**src/rtl/piso_tx_if.sv**
```systemverilog
// Handshake and serial-line bundle for piso_tx_arbiter: two parallel requesters in, one framed serial line out.
interface piso_tx_if #(
  parameter int WIDTH = 4
);
  logic             req0_valid;
  logic [WIDTH-1:0] req0_data;
  logic             req0_ready;
  logic             req1_valid;
  logic [WIDTH-1:0] req1_data;
  logic             req1_ready;
  logic             tx_q;
  logic             busy;
  logic             grant_id;
  logic             done;

  modport master (
    output req0_valid, req0_data, req1_valid, req1_data,
    input  req0_ready, req1_ready, tx_q, busy, grant_id, done
  );

  modport slave (
    input  req0_valid, req0_data, req1_valid, req1_data,
    output req0_ready, req1_ready, tx_q, busy, grant_id, done
  );
endinterface

```
**src/rtl/piso_tx_arbiter.sv**
```systemverilog
// Round-robin two-requester serial transmitter: start bit, WIDTH data bits LSB-first, stop bit.
// Define PISO_TX_PARITY_EN to insert an even-parity bit between the data bits and the stop bit.
module piso_tx_arbiter #(
  parameter int WIDTH    = 4,
  parameter int BAUD_DIV = 1
) (
  input  logic     clk,
  input  logic     reset,
  piso_tx_if.slave bus
);

  localparam int BW = (BAUD_DIV > 1) ? $clog2(BAUD_DIV) : 1;
  localparam int CW = $clog2(WIDTH);
  localparam logic [BW-1:0] BAUD_LAST = BW'(BAUD_DIV - 1);
  localparam logic [CW-1:0] BIT_LAST  = CW'(WIDTH - 1);

  typedef enum logic [2:0] {
    S_IDLE  = 3'd0,
    S_START = 3'd1,
    S_DATA  = 3'd2,
`ifdef PISO_TX_PARITY_EN
    S_PAR   = 3'd3,
`endif
    S_STOP  = 3'd4
  } state_t;

  state_t           state, state_n;
  logic [BW-1:0]    baud_cnt, baud_n;
  logic [CW-1:0]    bit_cnt, bit_n;
  logic [WIDTH-1:0] shift, shift_n;
  logic             last_grant, last_n;
  logic             grant, grant_n;
  logic             tx, tx_n;
  logic             busy_r, busy_n;
  logic             done_r, done_n;
  logic             rdy0, rdy1;
  logic             bit_end;
`ifdef PISO_TX_PARITY_EN
  logic             par_bit, par_n;
`endif

  // Ready is combinational and only offered from IDLE; ties go to whoever did not win last.
  always_comb begin
    rdy0 = 1'b0;
    rdy1 = 1'b0;
    if (state == S_IDLE && !reset) begin
      if (bus.req0_valid && (!bus.req1_valid || last_grant)) rdy0 = 1'b1;
      else if (bus.req1_valid)                               rdy1 = 1'b1;
    end
  end

  assign bit_end = (baud_cnt == BAUD_LAST);

  always_comb begin
    state_n = state;
    baud_n  = baud_cnt;
    bit_n   = bit_cnt;
    shift_n = shift;
    grant_n = grant;
    last_n  = last_grant;
`ifdef PISO_TX_PARITY_EN
    par_n   = par_bit;
`endif
    case (state)
      S_IDLE: begin
        baud_n = '0;
        bit_n  = '0;
        if (rdy0) begin
          shift_n = bus.req0_data;
          grant_n = 1'b0;
          last_n  = 1'b0;
          state_n = S_START;
`ifdef PISO_TX_PARITY_EN
          par_n   = ^bus.req0_data;
`endif
        end else if (rdy1) begin
          shift_n = bus.req1_data;
          grant_n = 1'b1;
          last_n  = 1'b1;
          state_n = S_START;
`ifdef PISO_TX_PARITY_EN
          par_n   = ^bus.req1_data;
`endif
        end
      end
      S_START: begin
        if (bit_end) begin
          baud_n  = '0;
          bit_n   = '0;
          state_n = S_DATA;
        end else begin
          baud_n = baud_cnt + BW'(1);
        end
      end
      S_DATA: begin
        if (bit_end) begin
          baud_n  = '0;
          shift_n = shift >> 1;
          if (bit_cnt == BIT_LAST) begin
`ifdef PISO_TX_PARITY_EN
            state_n = S_PAR;
`else
            state_n = S_STOP;
`endif
          end else begin
            bit_n = bit_cnt + CW'(1);
          end
        end else begin
          baud_n = baud_cnt + BW'(1);
        end
      end
`ifdef PISO_TX_PARITY_EN
      S_PAR: begin
        if (bit_end) begin
          baud_n  = '0;
          state_n = S_STOP;
        end else begin
          baud_n = baud_cnt + BW'(1);
        end
      end
`endif
      S_STOP: begin
        if (bit_end) begin
          baud_n  = '0;
          state_n = S_IDLE;
        end else begin
          baud_n = baud_cnt + BW'(1);
        end
      end
      default: begin
        state_n = S_IDLE;
        baud_n  = '0;
        bit_n   = '0;
      end
    endcase
  end

  // Line outputs are decoded from next-state values so they are plain flops aligned to state.
  always_comb begin
    tx_n = 1'b1;
    case (state_n)
      S_START: tx_n = 1'b0;
      S_DATA:  tx_n = shift_n[0];
`ifdef PISO_TX_PARITY_EN
      S_PAR:   tx_n = par_n;
`endif
      default: tx_n = 1'b1;
    endcase
    busy_n = (state_n != S_IDLE);
    done_n = (state_n == S_STOP) && (baud_n == BAUD_LAST);
  end

  always_ff @(posedge clk or posedge reset) begin
    if (reset) begin
      state      <= S_IDLE;
      baud_cnt   <= '0;
      bit_cnt    <= '0;
      shift      <= '0;
      grant      <= 1'b0;
      last_grant <= 1'b1;
      tx         <= 1'b1;
      busy_r     <= 1'b0;
      done_r     <= 1'b0;
`ifdef PISO_TX_PARITY_EN
      par_bit    <= 1'b0;
`endif
    end else begin
      state      <= state_n;
      baud_cnt   <= baud_n;
      bit_cnt    <= bit_n;
      shift      <= shift_n;
      grant      <= grant_n;
      last_grant <= last_n;
      tx         <= tx_n;
      busy_r     <= busy_n;
      done_r     <= done_n;
`ifdef PISO_TX_PARITY_EN
      par_bit    <= par_n;
`endif
    end
  end

  assign bus.req0_ready = rdy0;
  assign bus.req1_ready = rdy1;
  assign bus.tx_q       = tx;
  assign bus.busy       = busy_r;
  assign bus.grant_id   = grant;
  assign bus.done       = done_r;

endmodule
```
**src/flat_wrapper.sv**
```systemverilog
// flat-port wrapper written by rule: the top's interface ports become plain ports
module piso_tx_arbiter_flat 
#(
  parameter int WIDTH    = 4,
  parameter int BAUD_DIV = 1
)
  (clk, reset, bus_req0_valid, bus_req0_data, bus_req1_valid, bus_req1_data, bus_req0_ready, bus_req1_ready, bus_tx_q, bus_busy, bus_grant_id, bus_done);
  piso_tx_if #(.WIDTH(WIDTH)) bus_i ();
  input  logic clk;
  input  logic reset;
  input wire logic [$bits(bus_i.req0_valid)-1:0] bus_req0_valid;
  input wire logic [$bits(bus_i.req0_data)-1:0] bus_req0_data;
  input wire logic [$bits(bus_i.req1_valid)-1:0] bus_req1_valid;
  input wire logic [$bits(bus_i.req1_data)-1:0] bus_req1_data;
  output wire logic [$bits(bus_i.req0_ready)-1:0] bus_req0_ready;
  output wire logic [$bits(bus_i.req1_ready)-1:0] bus_req1_ready;
  output wire logic [$bits(bus_i.tx_q)-1:0] bus_tx_q;
  output wire logic [$bits(bus_i.busy)-1:0] bus_busy;
  output wire logic [$bits(bus_i.grant_id)-1:0] bus_grant_id;
  output wire logic [$bits(bus_i.done)-1:0] bus_done;
  assign bus_i.req0_valid = bus_req0_valid;
  assign bus_i.req0_data = bus_req0_data;
  assign bus_i.req1_valid = bus_req1_valid;
  assign bus_i.req1_data = bus_req1_data;
  assign bus_req0_ready = bus_i.req0_ready;
  assign bus_req1_ready = bus_i.req1_ready;
  assign bus_tx_q = bus_i.tx_q;
  assign bus_busy = bus_i.busy;
  assign bus_grant_id = bus_i.grant_id;
  assign bus_done = bus_i.done;
  piso_tx_arbiter #(.WIDTH(WIDTH), .BAUD_DIV(BAUD_DIV)) u_core (.clk(clk), .reset(reset), .bus(bus_i));
endmodule
```
**config.mk**
```make
export PLATFORM = sky130hd
export DESIGN_NAME = piso_tx_arbiter_flat
export DESIGN_NICKNAME = d
export VERILOG_FILES = /design/src/rtl/piso_tx_if.sv /design/src/rtl/piso_tx_arbiter.sv /design/src/flat_wrapper.sv
export SDC_FILE = /design/constraint.sdc
export NUM_CORES = 1
export LEC_CHECK = 0
export ABC_AREA = 1
export BUFFER_PORTS_ARGS = -buffer_cell sky130_fd_sc_hd__buf_2
export CAP_MARGIN = 40
export CORE_MARGIN = 2
export CORE_UTILIZATION = 49
export DETAILED_ROUTE_END_ITERATION = 8
export PLACE_DENSITY = 0.78
export SETUP_SLACK_MARGIN = 0.2
export SLEW_MARGIN = 0
export SYNTH_ARGS = -nofsm -noshare
export SYNTH_HDL_FRONTEND = slang
export SYNTH_SLANG_ARGS = --single-unit
```
**constraint.sdc**
```tcl
create_clock -name clk -period 1.7 [get_ports clk]
set_input_delay 0.17 -clock clk [delete_from_list [all_inputs] [get_ports clk]]
set_output_delay 0.17 -clock clk [all_outputs]
set_load 0.05 [all_outputs]
```
* After elaboration in Yosys (flattened, before gate mapping)
Index checks and enable logic that the tools add are counted.
Operators by class: add/subtract/negate cells 2, multiply operators 0, divide/modulo/power cells 0, order comparisons 0, equality and inequality tests 11, shifts and indexed selects 0, mux-type cells 25, bitwise gates (word level) 2, reductions and logical operators 14
Operators with widths (number):
- 3-bit two-way mux | 6
- 4-bit two-way mux | 3
- 3-bit case mux with 4 select lines | 1
- 1-bit two-way mux | 9
- 4-bit case mux with 2 select lines | 1
- 3-bit by 1-bit == test with 1-bit output (second input constant) | 2
- 3-bit by 2-bit == test with 1-bit output (second input constant) | 2
- 3-bit == test (second input constant) | 2
- 2-bit two-way mux | 3
- 2-bit inequality test (second input constant) | 3
- 2-bit case mux with 3 select lines | 1
- 4-bit AND reduction | 1
- 2-bit nonzero test | 2
- 1-bit logical AND | 3
- 3-bit logical NOT | 1
- 3-bit inequality test (second input constant) | 1
- 3-bit AND reduction | 1
- 3-bit nonzero test | 1
- 3-bit OR reduction | 1
- 2-bit by 1-bit adder with 2-bit output (second input constant) | 1
- 2-bit == test (second input constant) | 1
- 1-bit logical NOT | 2
- 1-bit NOT | 2
- 1-bit case mux with 2 select lines | 1
- other kinds (3) | 3
Word-level totals: bits in registers 15, latch bits 0, bits in writable memories 0, bits in read-only memories 0, bits of input ports 12, output and inout port bits 6, word-level logic and storage cells 64, memories 0

* Logic depth before layout (Yosys ltp)
Gate-level depths: netlist (run 1).
word-level depth 10, depth in mapped cells 7, depth with buffers taken out 7

* Worst setup path before layout (run 1)
No wires, ideal clock.
kind reg2reg, start point register u_core.state[0], end point register u_core.shift[1], library setup time 0.071 ns, arrival 1.336 ns, required time 1.629 ns, setup slack 0.293 ns, cell stages (with the launch flop) 8, period minus slack after synthesis 1.407 ns, cells stage by stage dfrtp_1 nor2_4 nand2_1 nor2_1 nand2_1 inv_1 nand2_1 nand4_1
On the way: longest elaborated chain between the ends 5, elaborated cells between the ends (all ways) 11
Ends and longest elaborated chain:
- start, declared | RTL line piso_tx_arbiter.sv:27 | state_t state, state_n;
- start signal, assigned | RTL line piso_tx_arbiter.sv:168 | state <= state_n;
- 3-bit logical NOT | RTL line piso_tx_arbiter.sv:46 | if (state == S_IDLE && !reset) begin
- 1-bit logical AND | RTL line piso_tx_arbiter.sv:46
- 1-bit two-way mux | RTL line piso_tx_arbiter.sv:46
- net bus_req1_ready | RTL line flat_wrapper.sv:16 | output wire logic [$bits(bus_i.req1_ready)-1:0] bus_req1_ready;
- 3-bit inequality test (no source line)
- 3-bit AND reduction (no source line)
- end signal, assigned | RTL line piso_tx_arbiter.sv:171 | shift <= shift_n;
- end, declared | RTL line piso_tx_arbiter.sv:30 | logic [WIDTH-1:0] shift, shift_n;
The timed path passes the listed nets, and every way through them passes these cells. A chain may end at the register's enable or synchronous reset.

* Final worst setup path (run 1)
start point register u_core.state[1], end point output bus_req0_ready
On the way: longest elaborated chain between the ends 3
Ends and longest elaborated chain:
- 3-bit logical NOT | RTL line piso_tx_arbiter.sv:46
- 1-bit logical AND | RTL line piso_tx_arbiter.sv:46
- 1-bit two-way mux | RTL line piso_tx_arbiter.sv:46
- end, declared | RTL line flat_wrapper.sv:15 | output wire logic [$bits(bus_i.req0_ready)-1:0] bus_req0_ready;
No other way between the ends.

==> results.py, run 1 <==
metrics = {
    "cells_and_area": {
        "antennaDiodeCount": 0,
        "final_area_um2": 927,
        "drive_gt1_share_pct": 47.6,
        "fin_nets": 119,
        "area_growth_syn_to_layout_pct": 35.7,
    },
    "clock_tree": {
        "cts_tree": "done",
        "cts_root_buffer": "clkbuf_4",
        "htreeDepth": 1,
        "path_clk_slew_ns": 0.10,
        "cts_buffer_depth": 2,
        "cts-buffers-inserted": 3,
        "cts.sinks": 14,
        "clock_latency_ns": 0.28,
    },
    "pwr": {
        "power_density_mw_per_mm2": 1670,
        "p_sw_uw": 675,
        "p_sw_share_pct": 43.7,
        "p_comb_share_pct": 47.8,
        "vdd_drop_max_mv": 0.823,
        "power_uw": 1550,
        "clkPwrFrac_pct": 16.1,
        "p_leak_uw": 0.000488,
        "p_int_uw": 870,
        "p_seq_share_pct": 36.0,
    },
    "critical_path": {
        "cp.arrival_ns": 1.33,
        "rrSetupSlack_ns": 0.30,
        "worstPathRequired_ns": 1.53,
        "reg2reg_depth": 9,
        "critPathLaunchType": "flip-flop",
        "timing.rr.end": "u_core.bus.tx_q",
        "criticalPathCategory": "flip-flop to primary output",
        "r2r-start": "u_core.state[1]",
        "crit_path_end_kind": "primary output",
        "critical_path.max_fanout": 3,
    },
    "grt": {
        "grt_max_degree": 15,
        "met1_usage_pct": 24.4,
        "busiest_layer": "met2",
        "gr-usage-met2_pct": 34.0,
        "grt_overflow": 0,
        "grt_pass1_wl_um": 2190,
        "antenna_found_initial": 0,
        "use_met3_pct": 4.26,
        "grt.total_usage_pct": 20.2,
        "grt_pass1_vias": 571,
    },
    "timing": {
        "final.setup.tns_ns": 0,
        "hold_violations": 0,
        "skew_ns": 0.00682,
        "tightest_slew_ns": 0.403,
        "fin_crit_sh_pct": 88.0,
        "fmax_ghz": 0.668,
        "maxSlewViolCount": 0,
        "min_period_ns": 1.50,
        "relSlewSlack_pct": 73.1,
        "setup_viol": 0,
        "rsz0062_at_grt": "true",
    },
    "min_path": {
        "hold_end": "u_core.shift[3]",
        "hold_depth": 3,
        "min_from": "bus_req0_data[3]",
        "hold_path_class": "input pin to flip-flop",
    },
    "detailed_routing": {
        "vias": 604,
        "route.detailed.drc": 0,
        "drt-initial-drc-count": 11,
        "firstDrtPassIters": 4,
        "wirelength_um": 1460,
        "ant_nets": 0,
        "wl_per_cell_um": 12.2,
        "viasPerCell": 5.03,
    },
    "yosys": {
        "yosys-top-cells-area": "dfrtp_1, nand2_1, dfstp_2, o21ai_2, nand3_1",
        "netlist_area_um2": 683,
        "synth-seq-cells": 14,
        "synth_warnings": 0,
        "synth-async-reset-ratio_pct": 100,
        "synth_top_area_share_pct": 44.0,
        "synth_cells": 75,
        "syn_nets": 88,
        "synth_ff_type": "dfrtp_1",
        "synth.avg_cell_area_um2": 9.11,
        "yosys-top-cells-count": "nand2_1, dfrtp_1, inv_1",
        "ys_types": 19,
        "synth_edf_count": 0,
        "yosysMostFrequentCell": "nand2_1",
        "seq_area_frac_synth_pct": 51.6,
        "synth_area_leader_cell": "dfrtp_1",
    },
    "die": {
        "rows": 13,
        "die_w_um": 41.3,
        "initial_utilization_pct": 52.5,
        "fp.coreArea_mm2": 0.00130,
        "die_area_mm2": 0.00171,
        "io_pins": 18,
        "chipHeight_um": 41.3,
    },
    "placed_design": {
        "placed_cell_area_um2": 795,
        "numPortBuffers": 17,
        "detailed_place_hpwl_um": 961,
        "place_congestion": 0.845,
    },
    "run": {
        "max_cap_viol_count": 0,
    },
    "status": {
        "run_status": "complete, no violations",
    },
}
## placed cells by master, fill, tap and decap left out, drive strengths merged
cell / n
a21o: 1
a21oi: 2
buf: 25
clkbuf: 4
dfrtp: 12
dfstp: 2
dlygate4sd3: 1
ha: 1
inv: 9
nand2: 27
nand3: 7
nand4: 2
nor2: 7
nor3: 1
o21ai: 3
o21bai: 1
## per-layer routing
layer / wire length [µm] / up-vias
met4: 40 / 0
li1: - / 298
met5: 0 / -
met3: 77 / 7
met1: 620 / 275
met2: 725 / 24
## kinds of logic after synthesis
family | after synthesis | share of synthesized area [%]
AOI/OAI and AO/OA | 7 | 9.16
buffers and inverters | 9 | 4.94
DFF | 14 | 51.6
adders and majority gates | 1 | 1.83
and+or+nand+nor | 44 | 32.4
## worst max path at each step
stage / depth (start not counted) / startpoint / end
after floorplan: 7 / u_core.state[0] / u_core.shift[1]
after global placement: 6 / u_core.state[0] / bus_req1_ready
after detailed placement: 6 / u_core.state[0] / bus_req1_ready
after CTS: 6 / u_core.state[0] / bus_req1_ready
after global routing: 6 / u_core.state[1] / bus_req1_ready
final: 4 / u_core.state[1] / bus_req0_ready
## flip-flops by register name (all words and copies together), names as in the netlist
signal,flops
u_core.bus.done,1
u_core.state,3
u_core.last_grant,1
u_core.bus.grant_id,1
u_core.bus.tx_q,1
u_core.bit_cnt,2
u_core.bus.busy,1
u_core.shift,4
## worst max-delay path, cell delays in order, from the launching register on
cell and delay, ns:
dfrtp_1 0.43, nor2_4 0.16, nand3_2 0.15, nor2_4 0.15, buf_8 0.16
## metrics by stage
step | util [%] | std cells | hold WS (ns) | setup slack [ns]
floorplan | - | 75 | 0.0733 | 0.293
global placement | 61.1 | 108 | 0.243 | 0.325
detailed placement | 61.1 | 108 | 0.235 | 0.299
CTS | 68.3 | 117 | 0.110 | 0.186
global route | 71.3 | 120 | 0.114 | 0.159
finish | 71.3 | 120 | 0.0923 | 0.203
## timing repair
item                                   CTS  global route
gates cloned                             0             0
setup buffers                            4             3
setup endpoints to repair                2             2
endpoints found under the hold margin   12             0
resized for setup                        7             5
hold buffers                             1             0
pin swaps                                2             3
## layout make-up
| class | count | area [µm²] |
|---|---|---|
| fillers | 100 | 374 |
| well taps | 15 | 18.8 |
| clock buffers | 4 | 36.3 |
| inverters | 9 | 33.8 |
| repair buffers | 26 | 175 |
| flip-flops and latches | 14 | 354 |
| multi-input cells | 52 | 309 |
## power by group through the flow
stage | Clock, µW | Combinational [µW] | Sequential (µW)
after floorplan | 0 | 377 | 688
after detailed placement | 0 | 631 | 568
after global routing | 260 | 810 | 577
final | 249 | 739 | 557
after global placement | 0 | 620 | 563
after CTS | 238 | 684 | 559
(Power assumes the default switching activity.)
==> inputs of run 2 (changes only) <==
--- a/config.mk
+++ b/config.mk
@@ -5,13 +5,14 @@
 export SDC_FILE = /design/constraint.sdc
 export NUM_CORES = 1
 export LEC_CHECK = 0
-export ABC_AREA = 1
+export ABC_CLOCK_PERIOD_IN_PS = 1700
 export BUFFER_PORTS_ARGS = -buffer_cell sky130_fd_sc_hd__buf_2
 export CAP_MARGIN = 40
 export CORE_MARGIN = 2
-export CORE_UTILIZATION = 49
+export CORE_UTILIZATION = 48
+export CTS_CLUSTER_SIZE = 20
 export DETAILED_ROUTE_END_ITERATION = 8
-export PLACE_DENSITY = 0.78
+export PLACE_DENSITY = 0.77
 export SETUP_SLACK_MARGIN = 0.2
 export SLEW_MARGIN = 0
 export SYNTH_ARGS = -nofsm -noshare
==> run 2 against run 1 <==
Effect of this change:
- first-iteration DRC count up 18%
- combinational power down 8.9%
- power down 4.8%
- utilization down 1.8 points
- sequential share of layout area up 1.0 points
- synthesized cell count down 16%
- count of clock-buffer cells in the layout unchanged
- global-route usage down 0.11 points
- register-to-register slack worse by 0.12 ns
- largest cell class unchanged
==> results.py, run 2 <==
metrics = {
    "detailed_routing": {
        "wl_per_cell_um": 13.4,
        "drt-initial-drc-count": 13,
        "vias": 574,
        "viasPerCell": 5.42,
        "wirelength_um": 1420,
        "route.detailed.drc": 0,
        "ant_nets": 0,
        "firstDrtPassIters": 5,
    },
    "cells_and_area": {
        "reg_top3": "u_core.shift x4, u_core.state x3, u_core.bit_cnt x2",
        "fillers": 111,
        "fin_util_pct": 69.4,
        "largest_reg_flops": 4,
        "final_cells": 106,
        "multi_input_area_um2": 293,
        "mostFrequentLayoutCells": "buf_2, dfrtp_1, buf_4, nor2_1, inv_1",
        "regMostFlops": "u_core.shift",
        "mostFrequentLayoutCell": "buf_2",
        "area_growth_syn_to_layout_pct": 36.5,
        "fin_nets": 105,
        "antennaDiodeCount": 0,
        "drive_gt1_share_pct": 40.7,
        "register_area_um2": 354,
    },
    "timing": {
        "setup_viol": 0,
        "min_period_ns": 1.61,
        "tightest_slew_ns": 0.556,
        "relSlewSlack_pct": 62.5,
        "fin_crit_sh_pct": 94.9,
        "skew_ns": 0.00555,
        "maxSlewViolCount": 0,
        "final.setup.tns_ns": 0,
        "fmax_ghz": 0.620,
        "timing.hold.ws_ns": 0.121,
        "rsz0062_at_grt": "true",
        "hold_violations": 0,
    },
    "critical_path": {
        "critical_path.max_fanout": 3,
        "slowest_delay_ns": 0.42,
        "crit_path_end_kind": "primary output",
        "criticalPathCategory": "flip-flop to primary output",
        "critPathLaunchType": "flip-flop",
        "cp.arrival_ns": 1.44,
        "crit_slowest_cell": "dfrtp_1",
        "path_cells": "nor4_4 > and3_4 > buf_8",
        "worstPathRequired_ns": 1.53,
    },
    "placed_design": {
        "numPortBuffers": 17,
        "placed_cells": 97,
        "detailed_place_hpwl_um": 986,
        "place_congestion": 0.759,
    },
    "yosys": {
        "yosys.area_share.simple_pct": 16.8,
        "synth_mux_area_share_pct": 1.51,
        "netlist_area_um2": 662,
        "synth_area_leader_cell": "dfrtp_1",
        "synth_compound_area_share_pct": 20.8,
        "yosys-top-cells-count": "dfrtp_1, inv_1, nor2_1",
        "synth.avg_cell_area_um2": 10.5,
        "synth_adder_area_share_pct": 1.89,
        "yosysMostFrequentCell": "dfrtp_1",
        "synth_xor_area_share_pct": 0,
        "synth_edf_count": 0,
        "synth-seq-cells": 14,
        "synth_top_area_share_pct": 45.4,
        "syn_nets": 76,
        "synth_warnings": 0,
        "synth_top_family_by_area": "compound AO/OA/AOI/OAI gates",
        "synth_cells": 63,
        "synth_ff_type": "dfrtp_1",
        "yosys-top-cells-area": "dfrtp_1, dfstp_2, o21ai_0, inv_1, nor2_1",
        "seq_area_frac_synth_pct": 53.3,
        "ys_types": 27,
        "synth-async-reset-ratio_pct": 100,
    },
    "clock_tree": {
        "path_clk_slew_ns": 0.09,
        "cts_root_buffer": "clkbuf_4",
        "cts-buffers-inserted": 3,
        "clock_latency_ns": 0.28,
        "htreeDepth": 1,
        "cts_tree": "done",
        "cts.sinks": 14,
        "cts_buffer_depth": 2,
    },
    "grt": {
        "grt.total_usage_pct": 20.0,
        "grt_overflow": 0,
        "antenna_found_initial": 0,
        "grt_pass1_vias": 511,
        "grt_max_degree": 15,
        "grt_pass1_wl_um": 2170,
    },
    "pwr": {
        "p_leak_uw": 0.000460,
        "power_uw": 1470,
        "power_density_mw_per_mm2": 1630,
        "vdd_drop_max_mv": 0.879,
    },
    "die": {
        "die_w_um": 41.1,
        "die_area_mm2": 0.00169,
        "chipHeight_um": 41.1,
        "initial_utilization_pct": 50.9,
        "rows": 13,
        "io_pins": 18,
        "fp.coreArea_mm2": 0.00130,
    },
    "run": {
        "max_cap_viol_count": 0,
    },
    "min_path": {
        "hold_path_class": "input pin to flip-flop",
    },
    "status": {
        "run_status": "complete, no violations",
    },
}
run 2: cell types whose count changed in the layout (fill, tap and decap cells not counted), sizes merged, moves of 2 or more:
cell / change
inv: -3
a222oi: +2
or2b: +2
nor3: +2
nand3: -7
nand2b: +2
and3: +2
o21ai: +2
nand2: -25
nand4: -2
run 2: kinds of logic (layout without fill, tap and decap cells):
group                      count (synthesis)  in the layout
DFF                                       14             14
and+or+nand+nor                           20             20
adders and majority gates                  1              1
buffers and inverters                      8             36
muxes                                      1              1
AOI/OAI and AO/OA                         19             19
run 2: metal layers:
layer	track usage (%)	wire length (µm)	vias to the layer above	part of all wire, %
met5	0	0	-	0
met4	8.06	8	0	0.56
met3	5.43	85	2	6.0
met2	30.5	656	18	46
met1	26.7	666	271	47
li1	-	-	283	-
run 2: repair_timing:
item                       in CTS  in global routing
hold endpoints to repair       12                  0
cloned                          0                  0
setup buffers                   1                  3
setup endpoints to repair       4                  7
resized for setup               9                  4
hold buffers                    1                  0
pin swaps                       3                  4
run 2: through the flow:
stage               cell area [µm²]  worst slack (ns)
floorplan                       663             0.208
CTS                             872             0.125
global route                    903            0.0385
detailed placement              782             0.173
global placement                782             0.225
finish                          903            0.0874
run 2: final timing paths:
check | startpoint | to | slack [ns] | cells past startpoint
worst max-delay path | u_core.state[1] | bus_req1_ready | 0.09 | 3
worst min-delay path | bus_req0_data[3] | u_core.shift[3] | 0.12 | 3
worst max register to register | u_core.last_grant | u_core.shift[1] | 0.18 | 5
worst min register to register | u_core.bus.grant_id | u_core.bus.grant_id | 0.50 | 1
max in group asynchronous | reset | u_core.state[2] | 0.81 | 3
min in group asynchronous | reset | u_core.state[0] | 0.51 | 3
run 2: final cells by class:
| class | instances | area share [%] |
|---|---|---|
| sequential | 14 | 39.2 |
| multi-input combinational | 41 | 32.4 |
| timing repair buffer | 26 | 19.8 |
| clock buffer | 4 | 4.02 |
| inverter | 6 | 2.49 |
| tap | 15 | 2.08 |
run 2: worst max-delay path: cells and delay by family, from the launching register on:
kind                   cells  cell delay [ns]
buffers and inverters      1             0.14
DFF                        1             0.42
and+or+nand+nor            2             0.60
run 2: power breakdown:
group	switching, µW	total [µW]	leakage [µW]	internal (µW)
registers	79.7	556	0.000175	477
clock network	111	241	0.0000210	130
logic	402	673	0.000264	272
total	593	1470	0.000460	878
